$ cat src/rtl/video_timing_pkg.sv
// Shared raster timing definitions: standard mode constants and total/width helpers.
// Latency: none (package only).
// Backpressure: none (package only).
package video_timing_pkg;

    // Deepest supported sync/blank alignment delay, in enabled cycles
    localparam int MAX_PIPE_DELAY = 15;

    // One complete raster mode: horizontal and vertical geometry plus sync polarity
    typedef struct packed {
        logic [15:0] h_visible;
        logic [15:0] h_front;
        logic [15:0] h_sync;
        logic [15:0] h_back;
        logic [15:0] v_visible;
        logic [15:0] v_front;
        logic [15:0] v_sync;
        logic [15:0] v_back;
        logic        h_sync_pol;
        logic        v_sync_pol;
    } mode_t;

    // Payload carried through the alignment delay line, already at output polarity
    typedef struct packed {
        logic hsync;
        logic vsync;
        logic blank;
    } sync_vec_t;

    localparam mode_t MODE_640X480_60 = '{
        h_visible: 16'd640,  h_front: 16'd16,  h_sync: 16'd96,  h_back: 16'd48,
        v_visible: 16'd480,  v_front: 16'd10,  v_sync: 16'd2,   v_back: 16'd33,
        h_sync_pol: 1'b0,    v_sync_pol: 1'b0
    };

    localparam mode_t MODE_800X600_60 = '{
        h_visible: 16'd800,  h_front: 16'd40,  h_sync: 16'd128, h_back: 16'd88,
        v_visible: 16'd600,  v_front: 16'd1,   v_sync: 16'd4,   v_back: 16'd23,
        h_sync_pol: 1'b1,    v_sync_pol: 1'b1
    };

    localparam mode_t MODE_1280X720_60 = '{
        h_visible: 16'd1280, h_front: 16'd110, h_sync: 16'd40,  h_back: 16'd220,
        v_visible: 16'd720,  v_front: 16'd5,   v_sync: 16'd5,   v_back: 16'd20,
        h_sync_pol: 1'b1,    v_sync_pol: 1'b1
    };

    // Period of one line (or one frame, in lines) from its four segments
    function automatic int calc_total(input int visible, input int front,
                                      input int sync, input int back);
        return visible + front + sync + back;
    endfunction

    // Smallest counter width whose range strictly exceeds the given total
    function automatic int min_xy_bits(input int total);
        int bits;
        bits = 0;
        while ((longint'(1) << bits) <= longint'(total)) begin
            bits++;
        end
        return bits;
    endfunction

endpackage

$ cat src/rtl/video_sync_delay.sv
// Enable-gated shift register aligning sync/blank with a downstream pixel pipeline.
// Latency: DEPTH enabled cycles from din_i to dout_o.
// Backpressure: none; stages hold while ena_i is low.
module video_sync_delay #(
    parameter int                 WIDTH   = 3,
    parameter int                 DEPTH   = 1,
    parameter logic [WIDTH-1:0]   RST_VAL = '0
) (
    input  logic             clk_i,
    input  logic             rst_n_i,
    input  logic             ena_i,
    input  logic [WIDTH-1:0] din_i,
    output logic [WIDTH-1:0] dout_o
);

    logic [WIDTH-1:0] stage_q [DEPTH];

    // Every stage loads the idle value on reset; otherwise shift one step per enabled cycle
    always_ff @(posedge clk_i) begin
        if (!rst_n_i) begin
            for (int i = 0; i < DEPTH; i++) begin
                stage_q[i] <= RST_VAL;
            end
        end else if (ena_i) begin
            stage_q[0] <= din_i;
            for (int i = 1; i < DEPTH; i++) begin
                stage_q[i] <= stage_q[i-1];
            end
        end
    end

    assign dout_o = stage_q[DEPTH-1];

endmodule

$ cat src/rtl/video_timing_gen.sv
// Raster timing generator: beam coordinates, strobes, frame counter and delayed sync/blank.
// Latency: beam/strobes immediate; vga_* lag the beam by 1+PIPE_DELAY enabled cycles.
// Backpressure: none; clk_pixel_ena low freezes all state.
module video_timing_gen
    import video_timing_pkg::*;
#(
    parameter int H_VISIBLE  = 640,
    parameter int H_FRONT    = 16,
    parameter int H_SYNC     = 96,
    parameter int H_BACK     = 48,
    parameter int V_VISIBLE  = 480,
    parameter int V_FRONT    = 10,
    parameter int V_SYNC     = 2,
    parameter int V_BACK     = 33,
    parameter bit H_SYNC_POL = 1'b0,
    parameter bit V_SYNC_POL = 1'b0,
    parameter int XY_BITS    = 11,
    parameter int PIPE_DELAY = 0,
    parameter int FRAME_BITS = 16
) (
    input  logic                  clk_pixel,
    input  logic                  rst_n,
    input  logic                  clk_pixel_ena,
    output logic [XY_BITS-1:0]    beam_x,
    output logic [XY_BITS-1:0]    beam_y,
    output logic                  beam_visible,
    output logic                  vga_hsync,
    output logic                  vga_vsync,
    output logic                  vga_blank,
    output logic                  line_start,
    output logic                  frame_start,
    output logic [FRAME_BITS-1:0] frame_count
);

    localparam int H_TOTAL = calc_total(H_VISIBLE, H_FRONT, H_SYNC, H_BACK);
    localparam int V_TOTAL = calc_total(V_VISIBLE, V_FRONT, V_SYNC, V_BACK);

    if (min_xy_bits(H_TOTAL) > XY_BITS) begin : g_bad_h_total
        $error("video_timing_gen: H_TOTAL does not fit in XY_BITS");
    end
    if (min_xy_bits(V_TOTAL) > XY_BITS) begin : g_bad_v_total
        $error("video_timing_gen: V_TOTAL does not fit in XY_BITS");
    end
    if (PIPE_DELAY < 0 || PIPE_DELAY > MAX_PIPE_DELAY) begin : g_bad_pipe_delay
        $error("video_timing_gen: PIPE_DELAY outside 0..15");
    end

    localparam logic [XY_BITS-1:0] H_LAST       = XY_BITS'(H_TOTAL - 1);
    localparam logic [XY_BITS-1:0] V_LAST       = XY_BITS'(V_TOTAL - 1);
    localparam logic [XY_BITS-1:0] H_VIS_END    = XY_BITS'(H_VISIBLE);
    localparam logic [XY_BITS-1:0] V_VIS_END    = XY_BITS'(V_VISIBLE);
    localparam logic [XY_BITS-1:0] H_SYNC_START = XY_BITS'(H_VISIBLE + H_FRONT);
    localparam logic [XY_BITS-1:0] H_SYNC_END   = XY_BITS'(H_VISIBLE + H_FRONT + H_SYNC);
    localparam logic [XY_BITS-1:0] V_SYNC_START = XY_BITS'(V_VISIBLE + V_FRONT);
    localparam logic [XY_BITS-1:0] V_SYNC_END   = XY_BITS'(V_VISIBLE + V_FRONT + V_SYNC);

    // Delay-line idle word: blanked, both syncs at their inactive level
    localparam sync_vec_t SYNC_IDLE = '{hsync: !H_SYNC_POL, vsync: !V_SYNC_POL, blank: 1'b1};

    logic [XY_BITS-1:0]    beam_x_q, beam_x_d;
    logic [XY_BITS-1:0]    beam_y_q, beam_y_d;
    logic [FRAME_BITS-1:0] frame_count_q, frame_count_d;
    logic                  h_visible, v_visible;
    logic                  h_active, v_active;
    sync_vec_t             sync_vec_d;
    sync_vec_t             sync_vec_q;

    // Raster advance: x wraps at end of line, y at end of frame, frame wrap bumps the counter
    always_comb begin
        beam_x_d      = beam_x_q;
        beam_y_d      = beam_y_q;
        frame_count_d = frame_count_q;
        if (clk_pixel_ena) begin
            if (beam_x_q == H_LAST) begin
                beam_x_d = '0;
                if (beam_y_q == V_LAST) begin
                    beam_y_d      = '0;
                    frame_count_d = frame_count_q + 1'b1;
                end else begin
                    beam_y_d = beam_y_q + 1'b1;
                end
            end else begin
                beam_x_d = beam_x_q + 1'b1;
            end
        end
    end

    // Counter registers; reset wins over the pixel enable
    always_ff @(posedge clk_pixel) begin
        if (!rst_n) begin
            beam_x_q      <= '0;
            beam_y_q      <= '0;
            frame_count_q <= '0;
        end else begin
            beam_x_q      <= beam_x_d;
            beam_y_q      <= beam_y_d;
            frame_count_q <= frame_count_d;
        end
    end

    // Undelayed window decode; vsync depends on y only so it changes on line boundaries
    always_comb begin
        h_visible        = (beam_x_q < H_VIS_END);
        v_visible        = (beam_y_q < V_VIS_END);
        h_active         = (beam_x_q >= H_SYNC_START) && (beam_x_q < H_SYNC_END);
        v_active         = (beam_y_q >= V_SYNC_START) && (beam_y_q < V_SYNC_END);
        sync_vec_d.hsync = h_active ? H_SYNC_POL : !H_SYNC_POL;
        sync_vec_d.vsync = v_active ? V_SYNC_POL : !V_SYNC_POL;
        sync_vec_d.blank = !(h_visible && v_visible);
    end

    video_sync_delay #(
        .WIDTH   ($bits(sync_vec_t)),
        .DEPTH   (1 + PIPE_DELAY),
        .RST_VAL (SYNC_IDLE)
    ) u_sync_delay (
        .clk_i   (clk_pixel),
        .rst_n_i (rst_n),
        .ena_i   (clk_pixel_ena),
        .din_i   (sync_vec_d),
        .dout_o  (sync_vec_q)
    );

    assign beam_x       = beam_x_q;
    assign beam_y       = beam_y_q;
    assign frame_count  = frame_count_q;
    assign beam_visible = h_visible && v_visible;
    assign line_start   = clk_pixel_ena && (beam_x_q == '0);
    assign frame_start  = line_start && (beam_y_q == '0);
    assign vga_hsync    = sync_vec_q.hsync;
    assign vga_vsync    = sync_vec_q.vsync;
    assign vga_blank    = sync_vec_q.blank;

endmodule

$ cat config.mk
export PLATFORM = sky130hd
export DESIGN_NAME = video_timing_gen
export DESIGN_NICKNAME = d
export VERILOG_FILES = /design/src/rtl/video_timing_pkg.sv /design/src/rtl/video_sync_delay.sv /design/src/rtl/video_timing_gen.sv
export SDC_FILE = /design/constraint.sdc
export NUM_CORES = 1
export LEC_CHECK = 0
export ABC_AREA = 0
export CORE_MARGIN = 4
export CORE_UTILIZATION = 35
export CTS_BUF_LIST = sky130_fd_sc_hd__clkbuf_4
export DETAILED_ROUTE_END_ITERATION = 6
export HOLD_SLACK_MARGIN = 0.02
export PLACE_DENSITY_LB_ADDON = 0.3
export SYNTH_ARGS = -nofsm -noshare
export SYNTH_HDL_FRONTEND = slang
export SYNTH_SLANG_ARGS = --single-unit
$ cat constraint.sdc
create_clock -name clk_pixel -period 3.33 [get_ports clk_pixel]
set_input_delay 0.4995 -clock clk_pixel [delete_from_list [all_inputs] [get_ports clk_pixel]]
set_output_delay 0.4995 -clock clk_pixel [all_outputs]
set_load 0.02 [all_outputs]
### After elaboration in Yosys (flattened, before gate mapping)

Memories as Yosys holds them, arrays and structs flattened.
Index checks and enable logic that the tools add are counted.

* bits in registers: 38
* bits in writable memories: 3
* bits of input ports: 3
* output and inout bits: 44
* word-level logic and storage cells: 36
* memories kept: 1

* add/subtract/negate cells: 3
* order comparisons: 6
* equality and inequality tests: 2
* mux-type cells: 10
* reduce and logical (&&, ||, !) cells: 11

Memories
* u_sync_delay.stage_q: words 1, width 3, rd ports 1, clocked after memory_dff 0, wr ports 1, RTL line video_sync_delay.sv:16 `logic [WIDTH-1:0] stage_q [DEPTH];`

Operator list (number)
* 11-bit by 1-bit adder with 11-bit output, second input constant: 2
* 11-bit by 10-bit equality test with 1-bit output, second input constant: 2
* 11-bit logical NOT: 2
* 11-bit by 10-bit < comparator with 1-bit output, second input constant: 2
* 11-bit by 9-bit < comparator with 1-bit output, second input constant: 2
* 11-bit 2-to-1 mux: 2
* 16-bit by 1-bit adder with 16-bit output, second input constant: 1
* 11-bit by 10-bit greater-or-equal comparator with 1-bit output, second input constant: 1
* 11-bit by 9-bit greater-or-equal comparator with 1-bit output, second input constant: 1
* 1-bit 2-to-1 mux: 7
* 1-bit logical AND: 5
* 3-bit 2-to-1 mux: 1
* 3-bit AND reduction: 1
* 3-bit OR reduction: 1
* 2-bit AND reduction: 1
* 1-bit logical NOT: 1

### Longest topological paths before layout

* depth after elaboration: 5
* mapped depth: 8
* gate-level depth less buffers: 7

### Cells and area by module

A second synthesis with hierarchy kept.

* cells, all modules: 243
* area, all modules: 2034.5 um^2

Modules (own cells, without submodules)
* video_timing_gen: instances 1, cells each 236, area each 1915.6 um^2, seq. area each 760.7 um^2
* video_sync_delay: instances 1, cells each 7, area each 118.9 um^2, seq. area each 90.1 um^2

### Worst setup path after synthesis

Ideal clock, no wire load.

* path kind: reg-to-output
* start point: reg beam_y_q[7], in the netlist beam_y[7]
* end point: out frame_start
* data arrival time: 1.945 ns
* data required time: 2.830 ns
* slack: 0.886 ns
* stages on the path, launching flop included: 4
* buffers on the path: 0
* path through: dfxtp_1 > or4_4 > or2_2 > nor4_1

* word-level cells in the longest chain between the ends: 2

Ends and longest elaborated chain
* from (decl): RTL line video_timing_gen.sv:61 `logic [XY_BITS-1:0] beam_y_q, beam_y_d;`
* from (signal assigned): RTL line video_timing_gen.sv:96 `beam_y_q <= beam_y_d;`
* 11-bit logical NOT: RTL line video_timing_gen.sv:129 `assign frame_start = line_start && (beam_y_q == '0);`
* 1-bit logical AND: RTL line video_timing_gen.sv:129
* to (decl): RTL line video_timing_gen.sv:31 `output logic frame_start,`

Every way passes these cells.

### Final worst setup path

Same ends and word-level chain as after synthesis.

==> results.md <==
- Worst Max-Slew Pin Slew: 0.680 ns
- Max Slew Vio Count: 0
- Avg Cell Area, Syn: 8.55 sq um
- Sequential share of power: 62.8%
- Vias in the first global route: 1845
- Worst-path fanout max: 5
- Initial DRC count: 39
- Routability Congestion: 0.840
- Root Buffer: clkbuf_4
- Power Density: 305 nW/um^2
- Largest net degree at the start of global routing: 21
- Placed cell areas: 2570 sq um
- Yosys warnings: 0
- Overflow after GRT: 0
- Simple-Gate Fraction of Synth Area: 34.6%
- DIE HEIGHT: 84.3 um
- Area Growth Syn to Fin: 28.9%
- DP Worst Slack: 0.470 ns
- WHS: 0.506 ns
- Max_slew headroom: 54.2%
- Tmin final: 2.96 ns
- Antenna Diode Count: 0
- Ratio of cells with drive above 1 in the final layout: 6.27%
- Die area: 7100 sq um
- Cell Rows: 27
- Clock Skew: 0.00679 ns
- Drt total wl: 4860 um
- Post-cts resize count: 0
- Area fraction in compound gates after synthesis: 5.22%
- RSZ-0062 raised after global routing: no
- Comb power frac: 5.8%
- # Post-CTS Setup Buffers: 0
- Data arrival, critical path: 2.46 ns
- F_max: 338 MHz
- Initial antenna violation count: 0
- Number of remaining DRC errors: 0
- Number of max-cap violations: 0
- First-pass GRT wire length: 8630 um
- Fillers: 550
- Synthesized flop and latch total: 41
- WS Path Type: reg2out
- Internal power: 0.000616 W
- Clock transition at path regs: 0.11 ns
- Number of port buffers: 46
- CTS tree: yes
- NetSw: 0.000185 W
- Synthesized cell area: 2040 sq um
- Via Count: 1819
- Mux contribution to synthesized area: 0%
- CTS Sinks: 41
- VDD IR-drop max: 0.213 mV
- CP endpoint kind: output pin
- Crit share post-route: 88.9%
- Clk pwr share: 31.5%
- Setup violators final: 0
- Critical path origin: beam_y[7]$_SDFFE_PN0P_
- Startpoint Class: flop
- FF-to-FF Start: beam_y[7]$_SDFFE_PN0P_
- Total GRT Usage: 14.7%
- Sw frac: 23.1%
- Final Total Pwr: 0.000801 W
- Core Area: 5570 sq um
- Distinct cell type count after synthesis: 35
- # hold bufs at CTS: 0
- I/O pin cnt: 47
- Status: finished, final reports clean
- Routed length per instance: 13.5 um
- Post-Synth Adder-Cell Area: 3.07%
- Iteration count of the initial detailed-routing pass: 4
- Routed vias/inst: 5.07
- Post-route setup slack: 0.368 ns
- Starting Density: 36.5%
- Final hold vios: 0
- Final nets: 294
- Type of the worst min-delay path: reg2reg
- Xor and xnor area share after synthesis: 11.6%
- Leakage: 0.964 nW
- Max clock buf depth: 2
- Final ANT Viol Nets: 0
- HP Start: frame_count[12]$_SDFFE_PN0P_
- Worst-Skew Late Latency: 0.34 ns
- Total CTS buffers: 5
- DP HPWL: 3600 um
- Sequential-to-total area share from yosys stat: 41.8%
- Total negative setup slack: 0 ns
- Largest family of logic cells by synthesized area: simple AND/OR/NAND/NOR gates
- Critical Path RT: 2.83 ns
- Mapped Nets: 246
- Die W: 84.3 um
- Reg2Reg Setup Slack: 1.12 ns
- Cells after Synth: 238
- H-tree Lvls: 2
- Final Cell Area: 2620 sq um
==> layer usage <==
| metal | global-route usage, % | routed length [um] |
|---|---|---|
| met1 | 18.9 | 2330 |
| met2 | 23.7 | 2170 |
| met3 | 4.42 | 300 |
| met4 | 4.68 | 62 |
| met5 | 0 | 0 |
==> cell usage after synthesis <==
cell | n | area share, %
nand4_1 | 14 | 4.3
and3_2 | 1 | 0.37
or2_2 | 2 | 0.61
buf_6 | 1 | 0.55
nor2_1 | 35 | 6.5
nand4_4 | 1 | 1.0
clkbuf_1 | 4 | 0.74
nand2_4 | 1 | 0.55
nand2_1 | 18 | 3.3
nor3_1 | 5 | 1.2
ha_1 | 5 | 3.1
nor4_1 | 4 | 1.2
xnor2_1 | 7 | 3.0
o31ai_1 | 2 | 0.74
o2111ai_1 | 1 | 0.43
or4_1 | 3 | 1.1
a21oi_1 | 10 | 2.5
o21a_1 | 1 | 0.37
nor3_2 | 1 | 0.49
or3_1 | 7 | 2.2
o21ai_0 | 5 | 1.2
nand3_1 | 18 | 4.4
xor2_1 | 20 | 8.6
inv_1 | 9 | 1.7
nor4_4 | 1 | 1.0
dfxtp_1 | 38 | 37
and3_1 | 8 | 2.5
buf_2 | 2 | 0.49
nand2b_1 | 3 | 0.92
nand4b_1 | 1 | 0.43
or4_4 | 1 | 0.55
edfxtp_1 | 3 | 4.4
nor4b_1 | 3 | 1.3
clkbuf_2 | 1 | 0.25
and2_1 | 2 | 0.61
==> cells by family after synthesis <==
family,after synthesis
fa+ha+maj,5
compound gates,19
simple gates,129
buf+inv,17
flops,41
xor+xnor,27
==> state kept, by name (all words and copies together), names as in the netlist <==
signal	flops
frame_count	16
beam_x	11
beam_y	11
u_sync_delay.stage_q	3
==> worst paths after layout <==
| path | end | cells past startpoint |
|---|---|---|
| max | frame_start | 4 |
| min | frame_count[12]$_SDFFE_PN0P_ | 2 |
| max reg2reg | frame_count[12]$_SDFFE_PN0P_ | 6 |
| min reg2reg | frame_count[12]$_SDFFE_PN0P_ | 2 |
==> layout make-up <==
| cell class | count | area, sq um | share of cell area (%) |
|---|---|---|---|
| clock buffer | 7 | 52.6 | 2.00 |
| sequential | 41 | 851 | 32.4 |
| inverter | 9 | 33.8 | 1.29 |
| clock inverter | 1 | 3.75 | 0.143 |
| multi-input combinational | 180 | 1110 | 42.3 |
| timing repair buffer | 49 | 483 | 18.4 |
| tap | 72 | 90.1 | 3.43 |
==> power groups by stage <==
| stage | Sequential, W | Combinational, W | Clock, W |
|---|---|---|---|
| 6_report | 0.000503 | 0.0000461 | 0.000252 |
| 5_1_grt | 0.000504 | 0.0000510 | 0.000283 |
| 4_1_cts | 0.000503 | 0.0000473 | 0.000265 |
| 3_5_place_dp | 0.000514 | 0.0000471 | 0 |
| 3_3_place_gp | 0.000514 | 0.0000468 | 0 |
| 2_1_floorplan | 0.000518 | 0.0000204 | 0 |
==> stage by stage <==
stage	std cells	util, %
5_1_grt	359	47.1
4_1_cts	359	47.1
2_1_floorplan	238	-
3_3_place_gp	351	46.1
6_report	359	47.1
3_5_place_dp	351	46.1
==> cell usage in the layout (no fill, tap or decap), types with 3 or more instances in the layout <==
cell type         n
clkdlybuf4s50_1  46
dfxtp_1          38
nor2_1           35
xor2_1           20
nand2_1          18
nand3_1          18
nand4_1          14
a21oi_1          10
inv_1             9
and3_1            8
or3_1             7
xnor2_1           7
clkbuf_4          7
o21ai_0           5
nor3_1            5
ha_1              5
nor4_1            4
nor4b_1           3
nand2b_1          3
or4_1             3
buf_4             3
edfxtp_1          3
==> worst max-delay path: stages, from the launching register on <==
cell and delay, ns:
dfxtp_1 0.37, or4_4 0.56, or2_2 0.31, nor4_1 0.22, clkdlybuf4s50_1 0.65
Power figures use the tool's default switching activity.
==> RTL change 1: new RTL, same settings <==
Register the outputs `beam_visible`, `vga_hsync`, `vga_vsync`, `vga_blank` and `frame_start`; this adds one clock of latency there. The other outputs are not delayed to match.
--- a/src/rtl/video_timing_gen.sv
+++ b/src/rtl/video_timing_gen.sv
@@ -126,8 +126,10 @@
     assign frame_count  = frame_count_q;
-    assign beam_visible = h_visible && v_visible;
     assign line_start   = clk_pixel_ena && (beam_x_q == '0);
-    assign frame_start  = line_start && (beam_y_q == '0);
-    assign vga_hsync    = sync_vec_q.hsync;
-    assign vga_vsync    = sync_vec_q.vsync;
-    assign vga_blank    = sync_vec_q.blank;
+    always_ff @(posedge clk_pixel) begin
+        beam_visible <= h_visible && v_visible;
+        vga_hsync    <= sync_vec_q.hsync;
+        vga_vsync    <= sync_vec_q.vsync;
+        vga_blank    <= sync_vec_q.blank;
+        frame_start  <= line_start && (beam_y_q == '0);
+    end
 
Check against the original RTL: not equivalent (a bounded check fails within 4 cycles, from zero or initial values and one cycle with rst_n low).
==> RTL change 1 against the original RTL <==
Sequential cell count up 5. Cell count up 5.0%. Area after synthesis up 12%. Sequential power up 13%. Clock power up 38%. Global-route usage down 0.12 points. Final area up 9.7%. Routed wire length up 12%. Setup slack worse by 0.024 ns. Via count up 15%. Sequential share of layout area up 0.62 points. Total power up 21%. Critical endpoint is now line_start. Largest cell class unchanged.
==> RTL change 1: results (changes against the original RTL) <==
\begin{tabular}{lr}
\hline
Metric & Value \\
\hline
\multicolumn{2}{l}{\textbf{Run status}} \\
Status & finished clean \\
\multicolumn{2}{l}{\textbf{Global route}} \\
Wire length of the first global-routing pass & 9.17 mm (+6.3\%) \\
Overall Global Routing Usage & 0.146 (-0.00125) \\
Vias in the first global route & 1914 (+3.7\%) \\
Pin count of the biggest net entering global routing & 23 (+9.5\%) \\
\multicolumn{2}{l}{\textbf{Route}} \\
Overall via count from detail\_route & 2096 (+15\%) \\
Avg WL per Cell & 14.4 µm (+6.3\%) \\
Number of vias per cell & 5.56 (+9.7\%) \\
\multicolumn{2}{l}{\textbf{Worst setup path}} \\
Capture point of the worst reg-to-reg path & frame\_count[5] \\
Number of cells on the worst reg-to-reg path & 5 (-1) \\
Highest cell delay on the worst timing path & 0.70 ns (+0.05 ns) \\
Arrival time at the worst endpoint & 2.49 ns (+0.03 ns) \\
Largest driver fanout on the critical path & 9 (+4) \\
CP startpoint & beam\_x[5] \\
Reg-to-reg slack, setup & 1.09 ns (-0.03 ns) \\
Worst Setup EP & line\_start \\
\multicolumn{2}{l}{\textbf{Synth}} \\
Number of distinct library cells after synthesis & 42 (+20\%) \\
Compound-Gate Fraction of Synth Area & 0.154 (+0.101) \\
Cell types with the highest counts after synthesis & sky130\_fd\_sc\_hd\_\_dfxtp\_1, sky130\_fd\_sc\_hd\_\_a21oi\_1, sky130\_fd\_sc\_hd\_\_nand2\_1 \\
Post-synth net total & 265 (+7.7\%) \\
Adder-Cell Fraction of Synth Area & 0.0274 (-0.00329) \\
XOR/XNOR share of the synthesized area & 0.0384 (-0.0777) \\
\multicolumn{2}{l}{\textbf{Place}} \\
Final Wtd Congestion & 0.780 (-7.2\%) \\
Final HPWL DP & 3.92 mm (+9.0\%) \\
Placed cell areas & 0.00280 mm² (+8.9\%) \\
\multicolumn{2}{l}{\textbf{Clocking}} \\
Clock transition at the registers of the reported paths & 0.14 ns (+0.03 ns) \\
\multicolumn{2}{l}{\textbf{Power and ir drop}} \\
Flip-flop and latch power & 0.567 mW (+13\%) \\
Leakage power total & 0.951 nW (-1.4\%) \\
Max VDD drop & 0.165 mV (-22\%) \\
Internal portion of total power & 0.751 mW (+22\%) \\
\multicolumn{2}{l}{\textbf{STA}} \\
Final critical-path share of the clock period & 0.897 (+0.00721) \\
Min Hold Slack & 0.361 ns (-0.146 ns) \\
\multicolumn{2}{l}{\textbf{Finish}} \\
Ratio of cells with drive above 1 in the final layout & 0.0633 (+0.000616) \\
\hline
\end{tabular}
[RTL change 1: layer usage]
layer,track usage,share of wire,vias up
met3,0.0382,0.051,6
met2,0.233,0.47,44
li1,-,-,1045
met4,0.0371,0.010,0
met5,0,0,-
met1,0.196,0.47,1001
[RTL change 1: cells by family after synthesis]
family                     Yosys count
buffers and inverters               29
AOI/OAI and AO/OA                   54
muxes                                2
and+or+nand+nor                    111
xor gates and xnor gates            10
DFF                                 46
adders and majority gates            5
[RTL change 1: cell type report]
| cell class | count | area (µm²) | share of cell area |
|---|---|---|---|
| clock buffer | 6 | 45.0 | 0.0157 |
| clock inverter | 2 | 37.5 | 0.0130 |
| inverter | 14 | 52.6 | 0.0183 |
| multi-input combinational | 182 | 1200 | 0.419 |
| sequential | 46 | 951 | 0.330 |
| tap | 77 | 96.3 | 0.0335 |
| timing repair buffer | 50 | 490 | 0.170 |
==> RTL change 2: new RTL, same flow settings <==
Made on the original files. Change the parameter `V_SYNC_POL` from 1'b0 to 1'b1.
--- a/src/rtl/video_timing_gen.sv
+++ b/src/rtl/video_timing_gen.sv
@@ -15,3 +15,3 @@
     parameter bit H_SYNC_POL = 1'b0,
-    parameter bit V_SYNC_POL = 1'b0,
+    parameter bit V_SYNC_POL = 1'b1,
     parameter int XY_BITS    = 11,
Formal check against the unedited RTL: not equivalent (a bounded check fails within 4 cycles, from zero or initial values and one cycle with rst_n low).
==> RTL change 2 against the original RTL <==
Sequential cell count is the same. Via count grew 15%. Worst hold slack gained 0.00056 ns. Final area grew 4.2%. Clock skew grew 0.0092 ns. Total power grew 1.4%. Setup slack gained 0.015 ns. First-iteration DRC count grew 87%. Routed wire length grew 15%. Count of clock-buffer cells in the layout is the same. Die area grew 5.3%. Area after synthesis grew 5.8%. Non-clock buffer count is the same. Largest power group unchanged.
==> RTL change 2: results (changes against the original RTL) <==
\begin{tabular}{lr}
\hline
Metric & Value \\
\hline
\multicolumn{2}{l}{\textbf{Global route}} \\
Met3 Usage GRT & 0.0380 (-0.00614) \\
Met1 GRT Util & 0.215 (+0.0260) \\
Overall Global Routing Usage & 0.156 (+0.00877) \\
Vias in the first global route & 1948 (+5.6\%) \\
Met2 layer usage reported by global route & 0.240 (+0.00247) \\
\multicolumn{2}{l}{\textbf{Synth}} \\
Portion of the post-synthesis area used by sequential elements & 0.395 (-0.0231) \\
Number of distinct library cells after synthesis & 40 (+14\%) \\
Post-synth net total & 257 (+4.5\%) \\
\multicolumn{2}{l}{\textbf{Worst setup path}} \\
Highest cell delay on the worst timing path & 0.60 ns (-0.05 ns) \\
Largest driver fanout on the critical path & 6 (+1) \\
\multicolumn{2}{l}{\textbf{Route}} \\
Routed length on met1 & 2.72 mm (+17\%) \\
Overall via count from detail\_route & 2098 (+15\%) \\
Metal3 WL & 294 µm (-2.0\%) \\
Initial drt markers & 73 (+87\%) \\
Amount of wire on met2 after detailed routing & 2.48 mm (+14\%) \\
Routed wire length & 5.57 mm (+15\%) \\
\multicolumn{2}{l}{\textbf{STA}} \\
Clock Skew & 0.0160 ns (+0.00919 ns) \\
Worst rel slew slack & 0.347 (-0.196) \\
\multicolumn{2}{l}{\textbf{Run status}} \\
Status & finished clean \\
\multicolumn{2}{l}{\textbf{Finish}} \\
Fillers & 606 (+10\%) \\
Growth of design area from synthesis to finish & 26.9\% \\
Ratio of cells with drive above 1 in the final layout & 0.0648 (+0.00213) \\
\multicolumn{2}{l}{\textbf{Power and ir drop}} \\
Combinational power & 0.0471 mW (+2\%) \\
Proportion of total power due to net switching & 0.239 (+0.00881) \\
\multicolumn{2}{l}{\textbf{Place}} \\
Final HPWL DP & 3.91 mm (+8.6\%) \\
Final Wtd Congestion & 0.810 (-3.5\%) \\
\multicolumn{2}{l}{\textbf{Clocking}} \\
Clock transition at the registers of the reported paths & 0.13 ns (+0.02 ns) \\
\hline
\end{tabular}
## RTL change 2: changes by cell type after synthesis, sizes merged, moves of 6 or more
cell   unedited run  this run
o41ai             0         7
nand2            19        12
and4              0         6
a21oi            10        21
and3              9         3
xor2             20         8
nor2             35        15
## RTL change 2: final timing paths
| kind | from | to | slack (ns) | cells after the start |
|---|---|---|---|---|
| worst min register to register | frame_count[14] | frame_count[14] | 0.51 | 2 |
| worst max-delay path | beam_y[4] | frame_start | 0.38 | 4 |
| worst max register to register | beam_y[4] | frame_count[3] | 0.86 | 4 |
| worst min-delay path | frame_count[14] | frame_count[14] | 0.51 | 2 |
## RTL change 2: final cells by class
cell class,count,area [µm²],share of cell area
clock buffers,7,52.6,0.0192
repair buffers,49,483,0.177
flip-flops and latches,41,851,0.311
multi-input cells,183,1210,0.441
well taps,75,93.8,0.0343
clock inverters,1,3.75,0.00137
inverters,12,45.0,0.0165
## RTL change 2: cells by family (layout without fill, tap and decap cells)
logic type      Yosys count  after routing  share of synthesized area
buf+inv                  25             69                     0.0453
fa+ha+maj                 5              5                     0.0290
xor+xnor                 13             13                     0.0528
compound gates           49             49                      0.144
flops                    41             41                      0.395
simple gates            116            116                      0.334
## RTL change 2: through the flow
| step | std cells | instance area [µm²] | total power, mW | hold WS (ns) | setup WS (ns) |
|---|---|---|---|---|---|
| floorplan | 249 | 2150 | 0.540 | 0.554 | 1.13 |
| global route | 368 | 2740 | 0.853 | 0.555 | 0.289 |
| detailed placement | 360 | 2680 | 0.561 | 0.495 | 0.577 |
| global placement | 360 | 2680 | 0.561 | 0.477 | 0.602 |
| CTS | 368 | 2740 | 0.822 | 0.512 | 0.384 |
| finish | 368 | 2740 | 0.812 | 0.507 | 0.383 |
